$ cat config.mk
export PLATFORM = sky130hd
export DESIGN_NAME = pwm_capture
export DESIGN_NICKNAME = d
export VERILOG_FILES = /design/src/rtl/pwm_capture.sv
export SDC_FILE = /design/constraint.sdc
export NUM_CORES = 1
export LEC_CHECK = 0
export ABC_CLOCK_PERIOD_IN_PS = 1700
export BUFFER_PORTS_ARGS = -buffer_cell sky130_fd_sc_hd__buf_2
export CAP_MARGIN = 15
export CORE_ASPECT_RATIO = 0.9
export CORE_MARGIN = 2
export CORE_UTILIZATION = 51
export DETAILED_ROUTE_END_ITERATION = 8
export PLACE_DENSITY_LB_ADDON = 0.05
export SYNTH_ARGS = -nofsm -noshare
export SYNTH_HDL_FRONTEND = slang
export SYNTH_SLANG_ARGS = --single-unit
$ cat constraint.sdc
create_clock -name clk -period 1.7 [get_ports clk]
set_input_delay 0.34 -clock clk [delete_from_list [all_inputs] [get_ports clk]]
set_output_delay 0.34 -clock clk [all_outputs]
set_load 0.1 [all_outputs]
$ cat src/rtl/pwm_capture.sv
// pwm_capture: measures period and high time of an asynchronous PWM input,
// flagging loss of edges with the stuck level.
module pwm_capture #(
   parameter int TIMEOUT = 2000
) (
   input  logic        clk,
   input  logic        rst,
   input  logic        en,
   input  logic        pwm_in,
   output logic [10:0] period_cnt,
   output logic [10:0] high_cnt,
   output logic        valid,
   output logic        timeout,
   output logic        level
);
   typedef enum logic [1:0] {IDLE, ARM, MEAS} state_t;
   state_t state, state_nx;
   logic s1, s2, s3;
   logic [10:0] cnt, hacc;
   logic rise, lost;
   assign rise = s2 & ~s3;
   // an edge in the same cycle as the limit takes priority over timing out
   assign lost = (state == MEAS) && !rise && (cnt == 11'(TIMEOUT));
   always_ff @(posedge clk or posedge rst)
      if (rst) {s1, s2, s3} <= 3'b000;
      else {s1, s2, s3} <= {pwm_in, s1, s2};
   always_ff @(posedge clk or posedge rst)
      if (rst) state <= IDLE;
      else state <= state_nx;
   always_comb begin
      state_nx = state;
      state_nx = !en ? IDLE :
                 (state == IDLE) ? ARM :
                 (state == ARM) ? (rise ? MEAS : ARM) :
                 (lost ? ARM : MEAS);
   end
   always_ff @(posedge clk or posedge rst)
      if (rst) begin
         cnt        <= '0;
         hacc       <= '0;
         period_cnt <= '0;
         high_cnt   <= '0;
         valid      <= 1'b0;
         timeout    <= 1'b0;
         level      <= 1'b0;
      end else begin
         valid <= 1'b0;
         if (!en || state == IDLE) begin
            cnt  <= '0;
            hacc <= '0;
         end else if (state == ARM) begin
            if (rise) begin
               cnt  <= 11'd1;
               hacc <= 11'd1;
            end
         end else if (rise) begin
            period_cnt <= cnt;
            high_cnt   <= hacc;
            valid      <= 1'b1;
            timeout    <= 1'b0;
            cnt        <= 11'd1;
            hacc       <= 11'd1;
         end else if (lost) begin
            timeout <= 1'b1;
            level   <= s2;
            cnt     <= '0;
            hacc    <= '0;
         end else begin
            cnt  <= cnt + 11'd1;
            hacc <= hacc + 11'(s2);
         end
      end
endmodule
==> flow_summary.toml <==
[run_status]
outcome = "finished with violations"
violations = "negative setup slack"

[setup_path]
crit_arrival_ps = 2080
cp-start-kind = "flop"
r2r_slack_ps = -180
path_max_fanout = 5
critPathCaptureType = "flop"
worstPathRequired_ps = 1900
crit_type = "flop to flop"

[logic_synthesis]
synth_edf_count = 0
synthesis.area_um2 = 2360
synthFlopType = "dfrtp_1"
yosys_warnings = 0
syn_inst = 249
ys_types = 35
synth_area_leaders = "dfrtp_1, nand2_1, o21ai_0"
synth_top_area_cell = "dfrtp_1"
synth_seq_cells = 52
ys_seq_area_share_pct = 55.2
avgSynthCellArea_um2 = 9.47
syn-num-nets = 257
synthArstFlopShare_pct = 100
yosysTopAreaCellShare_pct = 55.2

[sta]
finalClockSkew_ps = 8.24
fin_crit_sh_pct = 111
setup-violations-final = 23
slew_viol_final = 0
setup_ws_ps = -180
max_slew.worst_pin.slew_ps = 487
setup_tns_ps = -2290
timing.slew.headroom_pct = 67.7
hold_ws_ps = 66.0
post-route-min-period_ps = 1880
hold_viol = 0
fmax_ghz = 0.532
rsz0062_at_grt = "yes"

[route]
routed_wl_mm = 5.29
drt_iter0_drc = 69
firstDrtPassIters = 4
wl_per_cell_um = 14.1
ant_nets = 0
drt-vias-per-instance = 5.22
drc = 0
vias = 1956

[grt]
overflow = 0
first_global_vias = 1829
grt_max_degree = 53
grt_util_all_layers_pct = 21.7
grt_pass1_wl_mm = 8.37
antenna_found_initial = 0

[die]
die-area_um2 = 5180
initial_core_util_pct = 52.8
core_area_um2 = 4460
rows = 23
die_x_um = 75.7
io_pins = 29
die_h_um = 68.5

[cts]
cts_tree = "yes"
ctsHtreeMaxLevel = 2
cts-buffers-inserted = 5
clkTransAtPathRegs_ps = 90
cts_buffer_depth = 2
clock-sinks = 52
clk_latency_ps = 310
cts_root_buf = "clkbuf_8"

[pwr]
power.switching_uw = 514
ir_worst_vdd_uv = 442
sw_frac_of_total_pct = 23.9
p_comb_share_pct = 7.9
powerDensity_nw_per_um2 = 713
pwr-share-seq_pct = 58.2
p_leak_uw = 0.00154
intPower_uw = 1640
pwr-share-clk_pct = 33.8

[min_path]
holdCritPathClass = "input pin to asynchronous set/reset pin"

[finish]
n_antenna_cell = 0
drive_above_1_share_pct = 28.8
final_nets = 320
syn2layout_area_growth_pct = 28.3

[flow_run]
max-cap-violations = 0

[place]
hpwl_mm = 3.46
dp_slack_ps = -159
place_congestion = 0.823
place.port_buffers = 28
-- area by class of cell --
type	count	area, um2
fillers	343	1440
flip-flops and latches	52	1300
multi-input cells	177	1060
repair buffers	65	449
clock buffers	7	86.3
well taps	62	77.6
inverters	11	41.3
clock inverters	1	7.51
-- kinds of logic after synthesis --
group | Yosys count | synth area share (%)
xor gates and xnor gates | 3 | 1.11
and+or+nand+nor | 115 | 23.2
buffers and inverters | 21 | 3.98
DFF | 52 | 55.2
adders and majority gates | 4 | 2.12
AOI/OAI and AO/OA | 54 | 14.4
-- synth_stat cells, types with 5 or more instances --
master	count
a22o_1	5
dfrtp_1	52
nand3_1	5
a21oi_1	13
nor3_1	8
clkbuf_1	7
nor2_1	5
nand4_1	5
inv_1	10
o21ai_0	23
nand2_1	65
-- per-stage QoR --
stage	area, um2	power (uW)	cells	util [%]
2_1_floorplan	2370	1380	249	-
3_3_place_gp	2800	1440	362	62.7
3_5_place_dp	2800	1440	362	62.7
4_1_cts	2910	2170	371	65.3
5_1_grt	3020	2250	375	67.8
6_report	3020	2160	375	67.8
-- final timing paths --
| check | start | to | cells past startpoint |
|---|---|---|---|
| setup / recovery | cnt[3] | hacc[8] | 6 |
| hold / removal | rst | high_cnt[9] | 3 |
| setup reg to reg | cnt[3] | hacc[8] | 6 |
| hold reg to reg | s1 | s2 | 0 |
| max in group asynchronous | rst | cnt[0] | 3 |
| min in group clk | pwm_in | s1 | 1 |
-- registers in the layout, summed over array words and instances, names as in the netlist --
register	flops
cnt	11
s3	1
level	1
hacc	11
valid	1
period_cnt	11
s2	1
high_cnt	11
state	2
timeout	1
s1	1
-- layout by cell type (no fill, tap or decap), types with 3 or more instances in the layout --
cell / Yosys / layout
buf_6: 2 / 5
a31oi_1: 4 / 4
nor3_1: 8 / 4
o21ai_2: 0 / 4
ha_1: 4 / 4
and2_1: 4 / 4
a22o_1: 5 / 5
nand4_1: 5 / 5
nand3_1: 5 / 5
nand2b_1: 3 / 3
nor3_2: 0 / 4
a21oi_1: 13 / 12
a21o_1: 4 / 4
nand2_1: 65 / 65
buf_2: 0 / 28
nor2b_1: 4 / 4
nor2_1: 5 / 5
dfrtp_1: 52 / 52
buf_4: 0 / 31
o21ai_0: 23 / 12
inv_1: 10 / 9
o21ai_1: 0 / 7
clkbuf_8: 0 / 6
and3_1: 3 / 3
-- routing by layer --
layer	track usage, %	up-vias	wire length (um)
met2	36.2	27	2570
met1	28.5	938	2530
li1	-	984	-
met5	0	-	0
met4	7.24	0	63
met3	4.36	7	130
-- power by group through the flow --
| stage | sequential (uW) | clock [uW] | combinational [uW] |
|---|---|---|---|
| after global routing | 1260 | 799 | 190 |
| after floorplan | 1300 | 0 | 74.3 |
| final | 1260 | 729 | 171 |
| after detailed placement | 1280 | 0 | 159 |
| after CTS | 1260 | 759 | 161 |
| after global placement | 1280 | 0 | 158 |
-- worst max-delay path, cell delays in order, from the launching register on --
cell,delay [ps]
dfrtp_1,390
or4b_4,580
o311ai_4,330
buf_6,160
buf_6,110
nor3_2,40
o21bai_1,150
-- repair_timing --
item                                    in CTS  in global routing
endpoints found under the setup margin      18                 25
resized for setup                            6                 24
pin swaps                                    1                 15
hold buffers                                 0                  0
gates cloned                                 0                  1
setup buffers                                1                  3
Note: power is estimated with default switching activity, not from simulation.
